File: src/rtl/vec_isa_pkg.sv
// Shared vector ISA definitions: opcodes, field positions and encode/classify helpers.
// The issue-side encoder and the decoder both import this package.
package vec_isa_pkg;

    localparam logic [4:0] OP_VLOAD  = 5'd0;
    localparam logic [4:0] OP_VSTORE = 5'd1;
    localparam logic [4:0] OP_VADD   = 5'd2;
    localparam logic [4:0] OP_VSUB   = 5'd3;
    localparam logic [4:0] OP_VMUL   = 5'd4;
    localparam logic [4:0] OP_VAND   = 5'd5;
    localparam logic [4:0] OP_VOR    = 5'd6;
    localparam logic [4:0] OP_VXOR   = 5'd7;
    localparam logic [4:0] OP_VSLL   = 5'd8;
    localparam logic [4:0] OP_VSRL   = 5'd9;
    localparam logic [4:0] OP_VSRA   = 5'd10;
    localparam logic [4:0] OP_VMIN   = 5'd11;
    localparam logic [4:0] OP_VMAX   = 5'd12;
    localparam logic [4:0] OP_VMINU  = 5'd13;
    localparam logic [4:0] OP_VMAXU  = 5'd14;
    localparam logic [4:0] OP_VSLT   = 5'd15;

    localparam int OPCODE_LSB = 27;
    localparam int VD_LSB     = 21;
    localparam int VS1_LSB    = 16;
    localparam int VS2_LSB    = 11;

    typedef enum logic {
        ST_ISSUE = 1'b0,
        ST_GAP   = 1'b1
    } issue_state_t;

    // Bit 26 and bits 10:0 are reserved and always encode as zero.
    function automatic logic [31:0] encode_instr(input logic [4:0] opcode,
                                                 input logic [4:0] vd,
                                                 input logic [4:0] vs1,
                                                 input logic [4:0] vs2);
        logic [31:0] w;
        w = '0;
        w[OPCODE_LSB +: 5] = opcode;
        w[VD_LSB     +: 5] = vd;
        w[VS1_LSB    +: 5] = vs1;
        w[VS2_LSB    +: 5] = vs2;
        return w;
    endfunction

    function automatic logic is_legal_op(input logic [4:0] opcode);
        return (opcode[4] == 1'b0);
    endfunction

    function automatic logic is_ldst(input logic [4:0] opcode);
        return (opcode == OP_VLOAD) || (opcode == OP_VSTORE);
    endfunction

endpackage

File: src/rtl/vec_instr_fifo.sv
// Synchronous FIFO with wrap-bit pointers; full/empty derived from wrap bit plus index compare.
// Head data is read combinationally so the consumer sees the oldest word with no extra latency.
module vec_instr_fifo #(
    parameter int DEPTH = 4,
    parameter int WIDTH = 32
) (
    input  logic                     clk,
    input  logic                     reset,
    input  logic                     push,
    input  logic [WIDTH-1:0]         push_data,
    input  logic                     pop,
    output logic [WIDTH-1:0]         head_data,
    output logic                     full,
    output logic                     empty,
    output logic [$clog2(DEPTH):0]   count
);

    localparam int AW = $clog2(DEPTH);
    localparam logic [AW:0] PTR_ONE = {{AW{1'b0}}, 1'b1};

    logic [AW:0]      wr_ptr;
    logic [AW:0]      rd_ptr;
    logic [WIDTH-1:0] mem [DEPTH];
    logic             do_push;
    logic             do_pop;

    assign do_push = push && !full;
    assign do_pop  = pop && !empty;

    always_ff @(posedge clk or posedge reset) begin
        if (reset) begin
            wr_ptr <= '0;
            rd_ptr <= '0;
        end else begin
            if (do_push) wr_ptr <= wr_ptr + PTR_ONE;
            if (do_pop)  rd_ptr <= rd_ptr + PTR_ONE;
        end
    end

    always_ff @(posedge clk) begin
        if (do_push) mem[wr_ptr[AW-1:0]] <= push_data;
    end

    assign head_data = mem[rd_ptr[AW-1:0]];
    assign empty     = (wr_ptr == rd_ptr);
    assign full      = (wr_ptr[AW] != rd_ptr[AW]) && (wr_ptr[AW-1:0] == rd_ptr[AW-1:0]);
    assign count     = wr_ptr - rd_ptr;

endmodule

File: src/rtl/vec_instr_encoder.sv
// Packs host vector ops into 32-bit words, queues them, and issues them to the decoder
// with an ISSUE/GAP FSM that inserts idle cycles after every load/store leaves the queue.
module vec_instr_encoder
    import vec_isa_pkg::*;
#(
    parameter int DEPTH  = 4,
    parameter int LS_GAP = 2
) (
    input  logic                    clk,
    input  logic                    reset,
    input  logic                    op_valid,
    output logic                    op_ready,
    input  logic [4:0]              op_opcode,
    input  logic [4:0]              op_vd,
    input  logic [4:0]              op_vs1,
    input  logic [4:0]              op_vs2,
    output logic [31:0]             instruction,
    output logic                    instruction_valid,
    input  logic                    instruction_ready,
    output logic                    illegal_op,
    input  logic                    clear_err,
    output logic [$clog2(DEPTH):0]  count,
    output logic                    state_dbg
);

    localparam int GW = (LS_GAP < 1) ? 1 : $clog2(LS_GAP + 1);
    localparam logic [GW-1:0] GAP_LOAD = GW'(LS_GAP);
    localparam logic [GW-1:0] GAP_ONE  = GW'(1);

    // Handshakes: a transfer happens on a cycle where valid && ready are both high at the
    // clock edge. Host side: op_ready depends only on occupancy, never on op_valid.
    // Decoder side: once instruction_valid rises it stays high with a constant word
    // until instruction_ready is seen.
    logic         accept;
    logic         push;
    logic         dequeue;
    logic         fifo_full;
    logic         fifo_empty;
    logic [31:0]  fifo_head;

    issue_state_t state, state_next;
    logic [GW-1:0] gap_cnt, gap_next;

    assign op_ready = !fifo_full;
    assign accept   = op_valid && op_ready;
    assign push     = accept && is_legal_op(op_opcode);

    vec_instr_fifo #(
        .DEPTH (DEPTH),
        .WIDTH (32)
    ) u_fifo (
        .clk       (clk),
        .reset     (reset),
        .push      (push),
        .push_data (encode_instr(op_opcode, op_vd, op_vs1, op_vs2)),
        .pop       (dequeue),
        .head_data (fifo_head),
        .full      (fifo_full),
        .empty     (fifo_empty),
        .count     (count)
    );

    assign instruction_valid = (state == ST_ISSUE) && !fifo_empty;
    assign dequeue           = instruction_valid && instruction_ready;
    assign instruction       = instruction_valid ? fifo_head : 32'h0;
    assign state_dbg         = (state == ST_GAP);

    always_ff @(posedge clk or posedge reset) begin
        if (reset) begin
            state   <= ST_ISSUE;
            gap_cnt <= '0;
        end else begin
            state   <= state_next;
            gap_cnt <= gap_next;
        end
    end

    always_comb begin
        state_next = state;
        gap_next   = gap_cnt;
        case (state)
            ST_ISSUE: begin
                if (dequeue && is_ldst(fifo_head[OPCODE_LSB +: 5]) && (LS_GAP > 0)) begin
                    state_next = ST_GAP;
                    gap_next   = GAP_LOAD;
                end
            end
            ST_GAP: begin
                gap_next = gap_cnt - GAP_ONE;
                if (gap_cnt == GAP_ONE) state_next = ST_ISSUE;
            end
            default: state_next = ST_ISSUE;
        endcase
    end

    // Setting on an illegal accept takes priority over a same-cycle clear.
    always_ff @(posedge clk or posedge reset) begin
        if (reset) begin
            illegal_op <= 1'b0;
        end else if (accept && !is_legal_op(op_opcode)) begin
            illegal_op <= 1'b1;
        end else if (clear_err) begin
            illegal_op <= 1'b0;
        end
    end

endmodule

File: config.mk
export PLATFORM = sky130hd
export DESIGN_NAME = vec_instr_encoder
export DESIGN_NICKNAME = d
export VERILOG_FILES = /design/src/rtl/vec_isa_pkg.sv /design/src/rtl/vec_instr_fifo.sv /design/src/rtl/vec_instr_encoder.sv
export SDC_FILE = /design/constraint.sdc
export NUM_CORES = 1
export LEC_CHECK = 0
export CELL_PAD_IN_SITES_DETAIL_PLACEMENT = 1
export CELL_PAD_IN_SITES_GLOBAL_PLACEMENT = 1
export CORE_ASPECT_RATIO = 1.5
export CORE_MARGIN = 2
export CORE_UTILIZATION = 45
export CTS_CLUSTER_SIZE = 28
export DETAILED_ROUTE_END_ITERATION = 10
export GPL_ROUTABILITY_DRIVEN = 0
export PLACE_DENSITY = 0.83
export SYNTH_ARGS = -nofsm -noshare
export SYNTH_HDL_FRONTEND = slang
export SYNTH_SLANG_ARGS = --single-unit
export TNS_END_PERCENT = 100
File: constraint.sdc
create_clock -name clk -period 3.8 [get_ports clk]
set_input_delay 0.76 -clock clk [delete_from_list [all_inputs] [get_ports clk]]
set_output_delay 0.76 -clock clk [all_outputs]
set_load 0.01 [all_outputs]
# == Yosys cells after proc, flatten, opt, wreduce, memory -nomap -nowiden ==
# Memories as Yosys holds them, arrays and structs flattened.
# Cells that the tools add are included.
# word_totals
mem_bits_rw,80
mem_count,1
register_bits,10
output_inout_bits,39
input_bits,25
wordCells,42
# classes
n_reduce_logical,14
muxes,10
bitwise_logic,2
n_eq_ne,6
addsub,4
# mem_list
name,depth,word_bits,read_ports,rd_clocked_by_memory_dff,write_ports,line,source
u_fifo.mem,4,20,1,0,1,vec_instr_fifo.sv:23,logic [WIDTH-1:0] mem [DEPTH];
# op_table
operator,n
$mux 32,1
$logic_and 1x1->1,9
$add 3x1->3 const B,2
$mux 1,6
$eq 5x1->1 const B,1
$logic_not 5->1,1
$pmux 2 s2,1
$eq 3x3->1,1
$sub 3x3->3,1
$eq 2x1->1 const B,1
$eq 2x2->1,1
$logic_not 1->1,2
$mux 2,1
$ne 2x1->1 const B,1
$not 1->1,2
$pmux 1 s2,1
$reduce_bool 2->1,1
$sub 2x1->2 const B,1
$logic_or 1x1->1,1
$ne 1x1->1,1

# == Depth between registers and ports, before layout ==
# logic_depth
depth_word,8
mapped_depth,8
ltp_nobuf,5

# == Hierarchy ==
# Synthesis repeated with hierarchy kept, for this count alone.
# hier_totals
cells_unflattened,271
area_unflattened_um2,5509.0
# by_module_without_submodules
module,seq_area_each_um2,cells_each,area_per_inst_um2,instances
vec_instr_fifo,3993.8,213,5072.4,1
vec_instr_encoder,100.1,58,436.7,1

# == Least setup slack after synthesis ==
# No wires, ideal clock.
# synth_timing
path_type,register to output
startpoint,register u_fifo.rd_ptr[1]
endpoint,output port instruction[11]
required_ps,3040
path_buffers,3
path_stages_with_launch,9
path_slack_ps,838
arrival_ps,2202
cell_sequence,dfrtp_1 > buf_1 > clkbuf_1 > inv_1 > ha_1 > nand2_1 > o21ai_0 > clkbuf_1 > nor2b_1
# synth_via
elab_chain_len,4
# synth_lines
element,line,source
start: declaration,vec_instr_fifo.sv:22,logic [AW:0] rd_ptr;
start signal: assignment,vec_instr_fifo.sv:36,if (do_pop) rd_ptr <= rd_ptr + PTR_ONE;
$eq 3x3->1,vec_instr_fifo.sv:45,assign empty = (wr_ptr == rd_ptr);
$logic_not 1->1,vec_instr_encoder.sv:63,assign instruction_valid = (state == ST_ISSUE) && !fifo_empty;
$logic_and 1x1->1,vec_instr_encoder.sv:63,
$mux 32 *,vec_instr_encoder.sv:65,assign instruction = instruction_valid ? fifo_head : 32'h0;
end: declaration,vec_instr_encoder.sv:17,"output logic [31:0] instruction,"
# Mark *: on every way between the ends. The rest lies on a longest branch, timed or not.

# == Worst setup path in the final report ==
# layout_timing
startpoint,register u_fifo.wr_ptr[0]
endpoint,output port instruction[21]
# layout_via
elab_chain_len,4
# layout_lines
element,line,source
start: declaration,vec_instr_fifo.sv:21,logic [AW:0] wr_ptr;
start signal: assignment,vec_instr_fifo.sv:35,if (do_push) wr_ptr <= wr_ptr + PTR_ONE;
$eq 3x3->1,vec_instr_fifo.sv:45,
$logic_not 1->1,vec_instr_encoder.sv:63,
$logic_and 1x1->1,vec_instr_encoder.sv:63,
$mux 32,vec_instr_encoder.sv:65,
# Every way passes these cells.

==> results by group <==
Run status
  – Status: complete, no violations

Hold path
  – Hold Path Class: reg2reg
  – Hold_sp: illegal_op
  – Hold Crit Endpoint: illegal_op
  – Worst Hold Path Cells: 1

Power
  – PD cells: 865 nW/µm²
  – Max VDD drop: 0.491 mV
  – Leakage: 0.00168 µW
  – Tot Pwr: 4060 µW

Placed design
  – Dpl cells: 352
  – Detail Placement HPWL: 4700 µm
  – IO buf count: 51
  – Dpl ws: 0.870 ns

Cells and area
  – Filler cells: 734
  – Antenna diodes: 0
  – Area Growth Syn to Fin: 24.7%
  – Layout cells sized above 1: 0.141
  – Non-filler instance count after layout: 368
  – Seq. cell area: 2650 µm²
  – Multi-input gate area: 983 µm²
  – Final nets: 292

Worst setup path
  – Startpoint Class: flop
  – CP endpoint kind: primary output
  – Required time worst endpoint: 3.04 ns
  – R2R cell count: 6
  – CP startpoint: u_fifo.wr_ptr[0]
  – CP arrival: 2.52 ns
  – R2r setup slk: 1.42 ns
  – Setup CP Type: reg2out
  – Capturing point of the worst reg2reg path: u_fifo.mem[2][8]
  – Worst R2R Start: u_fifo.wr_ptr[0]
  – Highest fanout seen on the critical path: 13

Global route
  – First-pass GRT wire length: 11000 µm
  – Total GRT Usage: 0.168
  – Gr ovfl total: 0
  – Initial antenna violation count: 0
  – Largest net degree at the start of global routing: 24
  – Vias in the first global route: 2040

Timing
  – Final Skew: 0.00862 ns
  – RSZ-0062 raised after global routing: false
  – Final WS setup: 0.522 ns
  – Setup TNS: 0 ns
  – Fmax achieved: 305 MHz
  – Tmin final: 3.28 ns
  – Final Hold Viols: 0
  – Worst-Margin Slew: 0.878 ns
  – Final setup vio count: 0
  – Slew Limit Fails: 0
  – Max_slew headroom: 0.414
  – Period utilization: 0.863

CTS
  – CTS tree: built
  – TritonCTS Buffers: 9
  – Post-CTS Hold Fix Bufs: 0
  – Clk pin slew, worst setup/hold paths: 0.06 ns
  – Clock root buffer: clkbuf_16
  – CTS resizes: 0
  – CTS sink count: 90
  – # H-tree levels: 3
  – Post-CTS setup buffers: 0
  – Clk_lat worst skew: 0.34 ns
  – Clock tree buffer depth: 2

Synthesis
  – Seq cells post-synth: 90
  – Area contributors post-synth: edfxtp_1 (64%), mux4_2 (7.2%), dfrtp_1 (6.7%), mux4_1 (5.6%), nor2b_1 (3.3%)
  – EDFF count, synth: 80
  – Simple-gate share of the synthesized area: 0.0446
  – Combinational family with the most area after synthesis: multiplexers
  – Fraction of registers with async set/reset: 0.111
  – Commonest cells post-synth: edfxtp_1 (80), nor2b_1 (20), inv_1 (13)
  – Ys Warns: 0
  – Distinct cell type count after synthesis: 29
  – Syn_area_per_cell: 19.1 µm²
  – Prevailing post-synth register cell: edfxtp_1
  – Area share of fa/ha/maj cells after synthesis: 0.0319
  – Mux contribution to synthesized area: 0.134
  – Post-synthesis xor/xnor area fraction: 0.0186
  – Most numerous cell in the Yosys netlist: edfxtp_1
  – Leading area contributor after synthesis: edfxtp_1
  – Register area share after synthesis: 0.705
  – Syn Inst Count: 197
  – Synth Area in Compound Gates: 0.0196
  – Cell Area, Synth: 3760 µm²
  – Top cell type's share of synthesized area: 0.639

Route
  – Residual DRC: 0
  – Vias/cell: 5.04
  – Final WL: 6950 µm
  – Per-cell routed wire length: 18.9 µm
  – DR pass1 iterations: 4
  – DR iter-0 viols: 182
  – Routed Antenna Nets: 0
  – Via count: 1856

Floorplanning
  – Die Ht: 116 µm
  – Initial Utilization: 0.467
  – FP Rows: 40
  – Die X: 78.6 µm
  – I/O pins: 64
  – Core ar.: 8060 µm²
  – Die Area: 9120 µm²

Job
  – Max-cap violations: 0
-- registers in the layout (all words and copies together), names as in the netlist --
| name | flops |
|---|---|
| u_fifo.mem | 80 |
| u_fifo.rd_ptr | 3 |
| u_fifo.wr_ptr | 3 |
| gap_cnt | 2 |
| illegal_op | 1 |
| state_dbg | 1 |
-- cell usage in the layout (no fill, tap or decap), types with 2 or more instances in the layout --
master,count
bufinv_16,2
mux4_1,8
edfxtp_1,80
buf_4,6
o2111ai_1,2
nand2_1,2
clkbuf_16,9
mux2_2,2
xor2_1,2
xnor2_1,6
and2_1,3
clkdlybuf4s50_1,51
conb_1,12
dfrtp_1,10
inv_1,13
mux4_2,12
ha_1,8
nor2b_1,20
-- power by group --
part           internal (µW)  leakage [µW]  switching (µW)  total (µW)
Combinational            969      0.000683             845        1810
Clock                    578      0.000153             350         928
Sequential              1240      0.000846            69.4        1310
Total                   2790       0.00168            1270        4060
-- critical path, cell delays in order, from the launching register on --
cell and delay [ns]:
dfrtp_1 0.38, inv_1 0.11, ha_1 0.33, nand2_1 0.15, o21ai_2 0.37, buf_4 0.27, nor2b_1 0.08, clkdlybuf4s50_1 0.50
-- cells by family (layout without fill, tap and decap cells) --
group,Yosys count,after routing
AOI/OAI and AO/OA,9,9
xor gates and xnor gates,8,8
adders and majority gates,9,9
buffers and inverters,31,86
DFF,90,90
muxes,22,22
other,1,12
and+or+nand+nor,27,27
-- worst max path at each step --
| stage | endpoint | cells after the start |
|---|---|---|
| 2_1_floorplan | instruction[11] | 8 |
| 3_3_place_gp | instruction[14] | 4 |
| 3_5_place_dp | instruction[21] | 7 |
| 4_1_cts | instruction[21] | 7 |
| 5_1_grt | instruction[21] | 7 |
| 6_report | instruction[21] | 7 |
-- metrics by stage --
stage / area (µm²) / utilization / hold slack [ns]
4_1_cts: 4690 / 0.582 / 0.502
2_1_floorplan: 3800 / - / 0.502
3_3_place_gp: 4370 / 0.543 / 0.477
3_5_place_dp: 4370 / 0.543 / 0.488
6_report: 4690 / 0.582 / 0.500
5_1_grt: 4690 / 0.582 / 0.507
-- layer usage --
layer  up-vias  share of wire  GRT usage
met5         -              0          0
met4         0          0.016     0.0678
met3        10          0.041     0.0421
met2        46           0.56      0.300
met1       945           0.38      0.194
li1        855              -          -
-- final cells by class --
type                       count  share of cell area
timing repair buffer          57               0.118
tap                          105              0.0280
sequential                    90               0.565
inverter                      13              0.0104
clock buffer                  10              0.0488
clock inverter                 6              0.0192
multi-input combinational     87               0.210
(Power assumes the default switching activity.)
